--- config.mk ---
export PLATFORM = sky130hd
export DESIGN_NAME = seq_detector_param
export DESIGN_NICKNAME = d
export VERILOG_FILES = /design/src/rtl/seq_det_pkg.sv /design/src/rtl/sat_counter.sv /design/src/rtl/seq_detector_param.sv
export SDC_FILE = /design/constraint.sdc
export NUM_CORES = 1
export LEC_CHECK = 0
export ABC_AREA = 1
export CORE_MARGIN = 1.5
export CORE_UTILIZATION = 40
export CTS_CLUSTER_SIZE = 24
export DETAILED_ROUTE_END_ITERATION = 10
export PLACE_DENSITY_LB_ADDON = 0.08
export SLEW_MARGIN = 20
export SYNTH_ARGS = -nofsm -noshare
export SYNTH_HDL_FRONTEND = slang
export SYNTH_SLANG_ARGS = --single-unit
--- constraint.sdc ---
create_clock -name clk -period 1.4 [get_ports clk]
set_clock_uncertainty 0.15 [all_clocks]
set_input_delay 0.14 -clock clk [delete_from_list [all_inputs] [get_ports clk]]
set_output_delay 0.14 -clock clk [all_outputs]
set_load 0.03 [all_outputs]
--- src/rtl/seq_det_pkg.sv ---
// Shared constants for the parametrised serial-pattern detector.
package seq_det_pkg;

    localparam logic OVL_ON  = 1'b1;
    localparam logic OVL_OFF = 1'b0;

    localparam int DEF_PAT_W = 4;
    localparam int DEF_CNT_W = 8;

    // Next history-fill level; saturates at the pattern width.
    function automatic int fill_inc(input int fill, input int pat_w);
        return (fill >= pat_w) ? pat_w : fill + 1;
    endfunction

endpackage

--- src/rtl/sat_counter.sv ---
// Saturating up-counter with a sticky all-ones flag and synchronous clear.
module sat_counter #(
    parameter int W = 8
) (
    input  logic         clk,
    input  logic         rst,
    input  logic         clr,
    input  logic         inc,
    output logic [W-1:0] q,
    output logic         sat
);

    localparam logic [W-1:0] MAX = '1;

    always_ff @(posedge clk or posedge rst) begin
        if (rst) begin
            q   <= '0;
            sat <= 1'b0;
        end else if (clr) begin
            q   <= '0;
            sat <= 1'b0;
        end else if (inc && (q != MAX)) begin
            q <= q + W'(1);
            if (q == MAX - W'(1)) sat <= 1'b1;
        end
    end

endmodule

--- src/rtl/seq_detector_param.sv ---
// Mealy serial-pattern detector: runtime-loadable pattern, overlap mode,
// valid-qualified sampling, registered match pulse and saturating hit count.
module seq_detector_param
    import seq_det_pkg::*;
#(
    parameter int               PAT_W   = DEF_PAT_W,
    parameter int               CNT_W   = DEF_CNT_W,
    parameter logic [PAT_W-1:0] RST_PAT = PAT_W'(4'b1001)
) (
    input  logic             clk,
    input  logic             rst,
    input  logic             d,
    input  logic             d_valid,
    input  logic             load,
    input  logic [PAT_W-1:0] pattern,
    input  logic             overlap,
    output logic             dout,
    output logic [CNT_W-1:0] match_cnt,
    output logic             cnt_sat
);

    localparam int              FW        = $clog2(PAT_W + 1);
    localparam logic [FW-1:0]   FILL_FULL = FW'(PAT_W);
    localparam logic [FW-1:0]   FILL_THR  = FW'(PAT_W - 1);

    logic [PAT_W-1:0] pat_q;
    logic [PAT_W-1:0] hist;
    logic [PAT_W-1:0] nh;
    logic [FW-1:0]    fill;
    logic [FW-1:0]    fill_nxt;
    logic             accept;
    logic             match;

    // load takes priority, so the bit presented alongside it is dropped
    assign accept = d_valid & ~load;
    assign nh     = {hist[PAT_W-2:0], d};
    assign match  = accept && (fill >= FILL_THR) && (nh == pat_q);

    // Non-overlap restarts the window so matched bits cannot be reused;
    // overlap keeps fill saturated so the tail can seed the next match.
    always_comb begin
        fill_nxt = FW'(fill_inc(int'(fill), PAT_W));
        if (match && (overlap == OVL_OFF)) fill_nxt = '0;
        else if (fill == FILL_FULL)        fill_nxt = FILL_FULL;
    end

    always_ff @(posedge clk or posedge rst) begin
        if (rst) begin
            pat_q <= RST_PAT;
            hist  <= '0;
            fill  <= '0;
            dout  <= 1'b0;
        end else if (load) begin
            pat_q <= pattern;
            hist  <= '0;
            fill  <= '0;
            dout  <= 1'b0;
        end else begin
            dout <= match;
            if (accept) begin
                hist <= nh;
                fill <= fill_nxt;
            end
        end
    end

    sat_counter #(.W(CNT_W)) u_cnt (
        .clk (clk),
        .rst (rst),
        .clr (load),
        .inc (match),
        .q   (match_cnt),
        .sat (cnt_sat)
    );

endmodule

==> impl_metrics.ini <==
[sta]
setup-violations-final = 12
setup_slack_ps = -171
layout_min_cycle_time_ps = 1570
max_slew_margin_pct = 80.1
slew_viol_final = 0
max_freq_mhz = 637
setup-tns-final_ps = -1650
period_share_pct = 112
worst_pin_slew_ps = 300
rsz0062_at_grt = yes
hold_violations = 0
whs_ps = 212

[cells_and_area]
nFillCells = 267
post-route-util_pct = 61.0
n_antenna_cell = 0
multiInputGateArea_um2 = 726
syn2layout_area_growth_pct = 47.2
final_cells = 239
regArea_um2 = 510
drive_gt1_share_pct = 42.7
fin_nets = 221

[synth]
yosysWarnings = 0
synth_async_sr_flop_share_pct = 100
synth_nets = 170
yosys-top-cells-area = dfrtp_1 (36%), nand2_1 (14%), nand3_1 (7.2%), inv_1 (5.4%), dfstp_2 (4.2%)
synth_commonest_cells = nand2_1 (47), dfrtp_1 (18), inv_1 (18), nand3_1 (18), nor2_1 (7)
yosys.area.top_type = dfrtp_1
yosysUniqueCellTypes = 24
synth.avg_cell_area_um2 = 7.97
ys_seq_area_share_pct = 40.4
synth_edf_count = 0
ys.flop_type = dfrtp_1
synth_seq_cells = 20
netlist_instances = 156
yosysMostFrequentCell = nand2_1
synth_top_area_share_pct = 36.2
synth_area_um2 = 1240

[power]
p_total_w = 0.00131
power.leakage_nw = 0.972
ir_worst_vdd_v = 0.000406
power_density_nw_per_um2 = 715

[job]
maxCapViolations = 0

[floorplanning]
die_area_um2 = 3450
die_w_um = 58.8
row_count = 20
ioPinCount = 20
core_area_um2 = 3000
start_util_pct = 41.4
die-height_um = 58.8

[hold_path]
hp-class = in -> reg

[grt]
grtUsageTotal_pct = 17.5
busiest_layer = met2
grtUsageMet2_pct = 31.6
use_met1_pct = 22.2
grt_pass1_wl_mm = 4.75
use_met3_pct = 1.98
grt_max_degree = 21
antenna_found_initial = 0
first_global_vias = 1148
grt_overflow = 0

[worst_setup_path]
crit_type = reg -> reg
ff2ff_setup_slack_ps = -170
cp_data_arrival_time_ps = 1650
critPathRequiredTime_ps = 1480
start_kind = register
cp_max_fo = 2
crit_path_end_kind = register

[route]
drt_pass1_iterations = 4
wl_per_cell_um = 11.5
drc = 0
vias_per_cell = 4.82
dr_total_vias = 1151
wirelength_mm = 2.74
antenna_left = 0
initialDrtViolationCount = 41

[clocking]
clk_latency_ps = 300
cts_max_path_buffers = 2
cts_made_buffers = 3
htree_levels = 1
clk_root_buffer_cell = clkbuf_4
cts_tree = yes
clock_sinks = 20
path_clk_slew_ps = 120

[outcome]
violations = negative setup slack
status = complete, but fails checks

[place]
dp_cells = 231
port_buffers = 19
globalplace.congestion = 0.740
dp_hpwl_mm = 2.10
-- registers in the layout (all words and copies together), names as in the netlist --
name,cells
hist,3
fill,3
pat_q,4
u_cnt.q,8
u_cnt.sat,1
dout,1
-- layout by cell type, fill, tap and decap left out, types with 2 or more instances in the layout --
cell             count
nand2_1             42
buf_4               30
inv_1               15
dfrtp_1             12
nand3_1             11
inv_2                9
clkdlybuf4s50_1      9
nand2_2              8
nand3_2              7
nor2_1               6
dfrtp_2              6
nor2_4               4
xor2_1               4
nand3b_1             4
o21ai_0              4
buf_6                4
nand2_4              3
o22ai_1              3
clkbuf_4             3
nor2_8               2
nand4_1              2
ha_1                 2
dfstp_2              2
-- final timing paths --
path,from,to,depth (start not counted)
hold / removal,pattern[0],pat_q[0]$_DFFE_PP1P_,3
hold reg to reg,pat_q[3]$_DFFE_PP1P_,pat_q[3]$_DFFE_PP1P_,2
setup / recovery,pat_q[3]$_DFFE_PP1P_,u_cnt.sat$_DFFE_PP0P_,9
min in group asynchronous,rst,u_cnt.q[2]$_DFFE_PP0P_,4
max in group asynchronous,rst,pat_q[0]$_DFFE_PP1P_,4
setup reg to reg,pat_q[3]$_DFFE_PP1P_,u_cnt.sat$_DFFE_PP0P_,9
-- per-stage QoR --
stage / setup slack, ps / area (um^2)
3_3_place_gp: -261 / 1710
4_1_cts: -161 / 1780
3_5_place_dp: -327 / 1710
6_report: -171 / 1830
2_1_floorplan: -51.9 / 1310
5_1_grt: -250 / 1830
-- area by class of cell --
class	count	area share (%)
multi-input combinational	109	39.6
sequential	20	27.9
timing repair buffer	48	22.1
inverter	25	5.19
tap	33	2.26
clock inverter	1	1.64
clock buffer	3	1.23
-- repair_timing --
item / 4_1_cts / 5_1_grt
gates resized for setup: 7 / 12
endpoints found under the hold margin: 2 / 0
hold buffers: 1 / 0
endpoints found under the setup margin: 16 / 16
pin swaps: 1 / 1
setup buffers: 1 / 2
-- power by group --
group | total, W | switching [W] | internal [W]
sequential | 0.000615 | 0.0000148 | 0.000600
combinational | 0.000222 | 0.000119 | 0.000103
clock | 0.000472 | 0.000182 | 0.000289
-- routing by layer --
| layer | share of wire [%] | routed length [um] | up-vias |
|---|---|---|---|
| met3 | 3.0 | 81 | 4 |
| met1 | 44 | 1200 | 539 |
| met4 | 0.69 | 19 | 0 |
| li1 | - | - | 586 |
| met5 | 0 | 0 | - |
| met2 | 53 | 1440 | 22 |
-- cells by family after synthesis --
group,count (synthesis),share of synthesized area (%)
buffers and inverters,27,8.25
AO/OA/AOI/OAI,8,3.52
XOR/XNOR,5,3.52
AND/OR/NAND/NOR,92,40.2
flip-flops,20,40.4
adder cells (fa/ha/maj),4,4.02
-- worst max-delay path, stage by stage (launching register included) --
cell and delay [ps]:
dfstp_2 560, inv_2 40, nand2_2 60, buf_4 110, buf_6 70, buf_4 90, nand3_2 80, inv_2 60
nand4_1 110, a21oi_2 160
Power figures use the tool's default switching activity.
